==> src/rtl/mold_pkg.sv <==
// Shared types and constants for the MoldUDP64 retransmission-request path.
// Field widths here match the default parameters of mold_rerequest_sched.
package mold_pkg;

   localparam int          MOLD_REQ_BYTES = 20;
   localparam logic [15:0] MOLD_EOS_CNT   = 16'hFFFF;
   localparam int          MOLD_SID_W     = 80;
   localparam int          MOLD_SEQ_W     = 64;

   typedef struct packed {
      logic [MOLD_SID_W-1:0] sid;
      logic [MOLD_SEQ_W-1:0] seq_start;
      logic [MOLD_SEQ_W-1:0] cnt;
   } miss_entry_t;

   typedef enum logic [2:0] {IDLE, LOAD, B0, B1, B2, GAP} req_fsm_t;

   // Big-endian 8-byte group -> AXI lane order (first wire byte in lane 0).
   function automatic logic [63:0] mold_wire_order(input logic [63:0] v);
      logic [63:0] r;
      for (int k = 0; k < 8; k++) r[8*k +: 8] = v[63-8*k -: 8];
      return r;
   endfunction

endpackage

==> src/rtl/mold_req_fifo.sv <==
// Synchronous queue of pending missing-sequence ranges with occupancy and flush.
// A push while full is accepted only when a pop frees a slot in the same cycle.
module mold_req_fifo
   import mold_pkg::*;
#(
   parameter int DEPTH = 4
) (
   input  logic                       clk,
   input  logic                       reset,
   input  logic                       i_flush,
   input  logic                       i_push,
   input  miss_entry_t                i_data,
   input  logic                       i_pop,
   output miss_entry_t                o_data,
   output logic                       o_full,
   output logic                       o_empty,
   output logic [$clog2(DEPTH):0]     o_level
);

   localparam int AW = $clog2(DEPTH);

   miss_entry_t   r_mem [DEPTH];
   logic [AW-1:0] r_wr_ptr;
   logic [AW-1:0] r_rd_ptr;
   logic [AW:0]   r_level;
   logic          w_wr;
   logic          w_rd;

   assign o_full  = (r_level == (AW+1)'(DEPTH));
   assign o_empty = (r_level == '0);
   assign o_level = r_level;
   assign o_data  = r_mem[r_rd_ptr];
   assign w_wr    = i_push & (~o_full | i_pop) & ~i_flush;
   assign w_rd    = i_pop & ~o_empty & ~i_flush;

   always_ff @(posedge clk or posedge reset) begin
      if (reset) begin
         r_wr_ptr <= '0;
         r_rd_ptr <= '0;
         r_level  <= '0;
      end else if (i_flush) begin
         r_wr_ptr <= '0;
         r_rd_ptr <= '0;
         r_level  <= '0;
      end else begin
         if (w_wr) r_wr_ptr <= r_wr_ptr + 1'b1;
         if (w_rd) r_rd_ptr <= r_rd_ptr + 1'b1;
         case ({w_wr, w_rd})
            2'b10:   r_level <= r_level + 1'b1;
            2'b01:   r_level <= r_level - 1'b1;
            default: r_level <= r_level;
         endcase
      end
   end

   always_ff @(posedge clk) begin
      if (w_wr) r_mem[r_wr_ptr] <= i_data;
   end

endmodule

==> src/rtl/mold_rerequest_sched.sv <==
// MoldUDP64 re-request scheduler: queues missing ranges, splits them into legal
// 20-byte request packets on a 64-bit AXI-stream, and rate-limits between packets.
module mold_rerequest_sched
   import mold_pkg::*;
#(
   parameter int          AXI_DATA_W  = 64,
   parameter int          AXI_KEEP_W  = 8,
   parameter int          SID_W       = 80,
   parameter int          SEQ_NUM_W   = 64,
   parameter int          ML_W        = 16,
   parameter int          FIFO_DEPTH  = 4,
   parameter logic [15:0] MAX_REQ_CNT = 16'hFFFE,
   parameter int          GAP_W       = 16,
   parameter int          GAP_CYC     = 1024
) (
   input  logic                          clk,
   input  logic                          reset,
   input  logic                          en_i,
   input  logic                          flush_i,
   input  logic                          miss_v_i,
   input  logic [SID_W-1:0]              miss_sid_i,
   input  logic [SEQ_NUM_W-1:0]          miss_seq_start_i,
   input  logic [SEQ_NUM_W-1:0]          miss_cnt_i,
   input  logic                          req_axis_tready_i,
   output logic                          req_axis_tvalid_o,
   output logic [AXI_DATA_W-1:0]         req_axis_tdata_o,
   output logic [AXI_KEEP_W-1:0]         req_axis_tkeep_o,
   output logic                          req_axis_tlast_o,
   output logic                          busy_o,
   output logic                          drop_v_o,
   output logic [$clog2(FIFO_DEPTH):0]   pending_o
);

   // The end-of-session count must never go out as a request count.
   localparam logic [ML_W-1:0] CHUNK_MAX  = (MAX_REQ_CNT == MOLD_EOS_CNT) ? ML_W'(MOLD_EOS_CNT - 1'b1) : ML_W'(MAX_REQ_CNT);
   localparam int              LAST_BYTES = MOLD_REQ_BYTES - 2 * (AXI_DATA_W / 8);

   req_fsm_t                  r_state;
   req_fsm_t                  w_state_nxt;
   logic [SID_W-1:0]          r_sid;
   logic [SEQ_NUM_W-1:0]      r_seq;
   logic [SEQ_NUM_W-1:0]      r_rem;
   logic [GAP_W-1:0]          r_gap;
   logic                      r_flush_pend;
   logic                      r_drop;
   miss_entry_t               w_push_data;
   miss_entry_t               w_head;
   logic                      w_push;
   logic                      w_fifo_wr;
   logic                      w_pop;
   logic                      w_full;
   logic                      w_empty;
   logic [ML_W-1:0]           w_chunk;
   logic                      w_last_hs;

   assign w_push      = miss_v_i & (miss_cnt_i != '0) & ~flush_i;
   assign w_fifo_wr   = w_push & (~w_full | w_pop);
   assign w_push_data = {miss_sid_i, miss_seq_start_i, miss_cnt_i};
   assign w_chunk     = (r_rem > SEQ_NUM_W'(CHUNK_MAX)) ? CHUNK_MAX : r_rem[ML_W-1:0];
   assign w_last_hs   = (r_state == B2) & req_axis_tready_i;
   assign busy_o      = (r_state != IDLE) | ~w_empty;
   assign drop_v_o    = r_drop;

   mold_req_fifo #(.DEPTH(FIFO_DEPTH)) u_fifo (
      .clk     (clk),
      .reset   (reset),
      .i_flush (flush_i),
      .i_push  (w_fifo_wr),
      .i_data  (w_push_data),
      .i_pop   (w_pop),
      .o_data  (w_head),
      .o_full  (w_full),
      .o_empty (w_empty),
      .o_level (pending_o)
   );

   // IDLE looks at an incoming push too, so the pop lands one cycle after the report.
   always_comb begin
      w_state_nxt = r_state;
      w_pop       = 1'b0;
      case (r_state)
         IDLE: if (en_i & ~flush_i & (r_gap == '0) & (~w_empty | w_push)) w_state_nxt = LOAD;
         LOAD: begin
            if (~flush_i & ~w_empty) begin
               w_pop       = 1'b1;
               w_state_nxt = B0;
            end else begin
               w_state_nxt = IDLE;
            end
         end
         B0:   if (req_axis_tready_i) w_state_nxt = B1;
         B1:   if (req_axis_tready_i) w_state_nxt = B2;
         B2:   if (req_axis_tready_i) w_state_nxt = GAP;
         GAP:  if (r_gap <= GAP_W'(1)) w_state_nxt = ((r_rem != '0) & ~flush_i) ? B0 : IDLE;
         default: w_state_nxt = IDLE;
      endcase
   end

   always_comb begin
      req_axis_tvalid_o = 1'b0;
      req_axis_tdata_o  = '0;
      req_axis_tkeep_o  = '0;
      req_axis_tlast_o  = 1'b0;
      case (r_state)
         B0: begin
            req_axis_tvalid_o = 1'b1;
            req_axis_tdata_o  = mold_wire_order(r_sid[SID_W-1 -: 64]);
            req_axis_tkeep_o  = '1;
         end
         B1: begin
            req_axis_tvalid_o = 1'b1;
            req_axis_tdata_o  = mold_wire_order({r_sid[15:0], r_seq[SEQ_NUM_W-1 -: 48]});
            req_axis_tkeep_o  = '1;
         end
         B2: begin
            req_axis_tvalid_o = 1'b1;
            req_axis_tdata_o  = mold_wire_order({r_seq[15:0], w_chunk, 32'h0});
            req_axis_tkeep_o  = AXI_KEEP_W'((1 << LAST_BYTES) - 1);
            req_axis_tlast_o  = 1'b1;
         end
         default: ;
      endcase
   end

   always_ff @(posedge clk or posedge reset) begin
      if (reset) begin
         r_state      <= IDLE;
         r_gap        <= '0;
         r_flush_pend <= 1'b0;
         r_drop       <= 1'b0;
      end else begin
         r_state <= w_state_nxt;
         r_drop  <= w_push & w_full & ~w_pop;
         if (w_last_hs)
            r_gap <= GAP_W'(GAP_CYC);
         else if ((r_state == GAP) && (r_gap != '0))
            r_gap <= r_gap - 1'b1;
         if (w_last_hs)
            r_flush_pend <= 1'b0;
         else if (flush_i && (r_state inside {B0, B1, B2}))
            r_flush_pend <= 1'b1;
      end
   end

   // A flush never truncates a packet; it only cancels the split chunks after it.
   always_ff @(posedge clk) begin
      if (w_pop) begin
         r_sid <= w_head.sid;
         r_seq <= w_head.seq_start;
         r_rem <= w_head.cnt;
      end else if (w_last_hs) begin
         r_seq <= r_seq + SEQ_NUM_W'(w_chunk);
         r_rem <= (flush_i | r_flush_pend) ? '0 : r_rem - SEQ_NUM_W'(w_chunk);
      end else if (flush_i && (r_state == GAP)) begin
         r_rem <= '0;
      end
   end

endmodule

==> config.mk <==
export PLATFORM = sky130hd
export DESIGN_NAME = mold_rerequest_sched
export DESIGN_NICKNAME = d
export VERILOG_FILES = /design/src/rtl/mold_pkg.sv /design/src/rtl/mold_req_fifo.sv /design/src/rtl/mold_rerequest_sched.sv
export SDC_FILE = /design/constraint.sdc
export NUM_CORES = 1
export LEC_CHECK = 0
export CORE_ASPECT_RATIO = 0.6
export CORE_MARGIN = 1
export CORE_UTILIZATION = 44
export CTS_BUF_LIST = sky130_fd_sc_hd__clkbuf_2 sky130_fd_sc_hd__clkbuf_4 sky130_fd_sc_hd__clkbuf_8
export CTS_CLUSTER_DIAMETER = 50
export DETAILED_ROUTE_END_ITERATION = 8
export SLEW_MARGIN = 0
export SYNTH_ARGS = -nofsm -noshare
export SYNTH_HDL_FRONTEND = slang
export SYNTH_SLANG_ARGS = --single-unit
==> constraint.sdc <==
create_clock -name clk -period 6.4 [get_ports clk]
set_input_delay 0.96 -clock clk [delete_from_list [all_inputs] [get_ports clk]]
set_output_delay 0.96 -clock clk [all_outputs]
set_load 0.01 [all_outputs]
==> qor.yml <==
timing:
  fmax_ghz: 0.1682
  fin_crit_ns: 5.944
  tns_ns: 0
  finalSetupViolCount: 0
  tightest_slew_ns: 1.234
  slew_violations: 0
  fin_skew_ns: 0.03545
  timing.final.crit_share_pct: 92.87
  slew_headroom_pct: 16.56
  finalHoldViolations: 0
  rsz0062_at_grt: "no"
status:
  violations: "design-rule violations"
  status: "finished, violations left"
detailed_routing:
  drt-initial-drc-count: 2464
  dr_total_vias: 24940
  viasPerCell: 5.769
  drtAntennaViolNets: 0
  wirelength_um: 116700
  drc_errors: 34
  drt_first_pass_iters: 7
  avgRoutedWirePerCell_um: 26.99
placement:
  io_buffers: 292
  place_congestion: 0.8777
  dp_hpwl_um: 76190
setup_path:
  reg2reg_slack_ns: 0.46
  worst-path-max-fanout: 22
  cp_data_arrival_time_ns: 6.63
  worstPathRequired_ns: 7.09
  crit_chain: "or4_4 -> or4_4 -> or4b_4 -> a21oi_4 -> nand2b_1 -> ha_1 -> nand2_1 -> o211ai_1 -> o211ai_1 -> a211o_1 -> and2_1 -> or4_1 -> a31oi_1"
  max_stage_delay_ns: 0.62
  path_class: "reg2reg"
  crit_slowest_cell: "or4b_4"
  end_kind: "flip-flop"
  worstSetupStartpointType: "flip-flop"
power_and_ir_drop:
  p_leak_nw: 15.61
  finalPower_mw: 13.97
  power_density_nw_per_um2: 269.8
  p_int_mw: 10.99
  seq_power_share_pct: 56.4
  switching_power_mw: 2.977
  p_sw_share_pct: 21.31
  irDropWorstVdd_v: 0.0001683
  power_frac_clock_pct: 40.2
  p_comb_share_pct: 3.4
clocking:
  cts_sinks: 1068
  insertion_delay_ns: 0.85
  clk_pin_slew_ns: 0.07
  cts_tree: "done"
  post_cts_buffers: 0
  root_buffer: "clkbuf_8"
  cts_buffers: 162
  cts_buffer_depth: 3
  cts_resized: 0
  htree_levels: 4
  cts_hold_buf: 0
yosys:
  yosysUniqueCellTypes: 74
  yosysMostFrequentCell: "edfxtp_1"
  syn_area_per_cell_um2: 17.56
  synth-edff-count: 1040
  synth_top_area_share_pct: 71.08
  synth-seq-cells: 1068
  async_flop_share_pct: 2.622
  synth_nets: 2741
  synth_common_cells: "1,040 x edfxtp_1, 208 x mux4_2, 166 x nand2_1"
  synth_area_um2: 43940
  yosysSeqAreaShare_pct: 72.67
  netlist_top_cells_area: "edfxtp_1 71%, mux4_2 11%, dfrtp_1 1.6%"
  synth_area_leader_cell: "edfxtp_1"
  syn_inst: 2502
  yosys_warnings: 0
  synth_ff_type: "edfxtp_1"
cells_and_area:
  nNetsFinal: 3108
  drive_above_1_share_pct: 17.92
  n_fill_cell: 7989
  area_growth_pct: 17.85
global_routing:
  grt_pass1_wl_um: 169000
  grt_usage_pct: 23.07
  grt_start_max_net_pins: 150
  grt_pass1_vias: 24690
  antenna_found_initial: 15
  grt-ovfl-total: 0
die:
  num_rows: 89
  die_y_um: 246.8
  die_w_um: 410.0
  fp.coreArea_um2: 98660
  initial_utilization_pct: 44.53
  dieArea_um2: 101200
  ioPinCount: 293
min_path:
  hold_class: "reg2reg"
job:
  drv_cap: 0
worst paths after layout:
path                                       start                             end  depth (start not counted)
min                        r_gap[10]$_DFFE_PP0P_           r_gap[10]$_DFFE_PP0P_                          2
max reg2reg                  r_rem[21]$_DFFE_PP_             r_seq[35]$_DFFE_PP_                         13
min reg2reg                r_gap[10]$_DFFE_PP0P_           r_gap[10]$_DFFE_PP0P_                          2
max in group asynchronous                  reset  u_fifo.r_rd_ptr[1]$_DFFE_PP0P_                          2
max                          r_rem[21]$_DFFE_PP_             r_seq[35]$_DFFE_PP_                         13
min in group asynchronous                  reset   u_fifo.o_level[2]$_DFFE_PP0P_                          2
worst max-delay path: cells and delay by family (launching register included):
kind            cells  cell delay [ns]
simple gates        7             3.19
flops               1             0.42
compound gates      5             1.74
fa+ha+maj           1             0.43
registers in the layout, indices dropped and copies added (netlist names):
| register | flops |
|---|---|
| r_seq | 64 |
| r_gap | 16 |
| drop_v_o | 1 |
| r_flush_pend | 1 |
| u_fifo.r_wr_ptr | 2 |
| u_fifo.r_mem | 832 |
| r_sid | 80 |
| r_state | 3 |
| u_fifo.o_level | 3 |
| r_rem | 64 |
| u_fifo.r_rd_ptr | 2 |
power by group through the flow:
stage	clock network, mW	registers, mW	logic [mW]
after floorplan	0	8.03	0.167
after global placement	0	8.01	0.464
after detailed placement	0	8.03	0.479
after CTS	5.75	7.88	0.482
after global routing	6.06	7.89	0.507
final	5.61	7.88	0.475
through the flow:
| step | worst slack, ns | cell area, um2 | hold slack (ns) | utilization [%] | cells |
|---|---|---|---|---|---|
| global placement | 0.6353 | 48580 | 0.5182 | 49.23 | 4024 |
| detailed placement | 0.5187 | 48580 | 0.5218 | 49.23 | 4024 |
| finish | 0.4563 | 51780 | 0.5421 | 52.48 | 4323 |
| CTS | 0.5011 | 51760 | 0.5399 | 52.46 | 4315 |
| global route | 0.2577 | 51760 | 0.5767 | 52.46 | 4316 |
| floorplan | 1.306 | 43940 | 0.4792 | - | 2502 |
area by class of cell:
type	count	area, um2	area share (%)
multi-input combinational	1277	11430	22.07
antenna	8	20.02	0.03866
inverter	26	102.6	0.1981
timing repair buffer	334	3451	6.664
clock inverter	74	523.0	1.010
tap	1319	1650	3.187
sequential	1068	31940	61.69
clock buffer	217	2661	5.140
logic make-up after synthesis:
kind of cell,after synthesis,share of synthesized area [%]
flip-flops,1068,72.67
AND/OR/NAND/NOR,586,6.686
AO/OA/AOI/OAI,290,4.280
multiplexers,275,12.19
buffers and inverters,157,1.421
XOR/XNOR,100,1.993
adder cells (fa/ha/maj),25,0.7461
other,1,0.008535
routing by layer:
metal  GRT usage [%]  routed length [um]  vias to the layer above
met5               0                  70                        -
met4           6.190                1994                       12
met3           5.287                8442                      132
met2           32.14               50560                      903
met1           36.09               55630                    13060
li1                -                   -                    10830
cells in the final DEF (no fill, tap or decap), types with 9 or more instances in the layout:
master              n
a211oi_1           13
mux4_2            208
and2_1             10
nand2_1           164
ha_1               23
o31ai_1            17
nand4_1            32
edfxtp_1         1040
inv_1              25
xnor2_1            62
clkbuf_4           52
nor3_1             30
nand3b_1            9
nand2b_1           23
xor2_1             38
or4_1              29
clkdlybuf4s50_1   292
nor4_1             43
buf_4              25
nand3_1            42
nor2_1            139
a21oi_1            52
o21ai_0            95
mux2i_1            65
a31oi_1            20
buf_12             17
o211ai_1           15
and3_1             20
dfrtp_1            25
o2bb2ai_1          16
clkbuf_8          165
o21ai_1             9
clkinv_2           11
clkinv_1           41
Note: power is estimated with default switching activity, not from simulation.
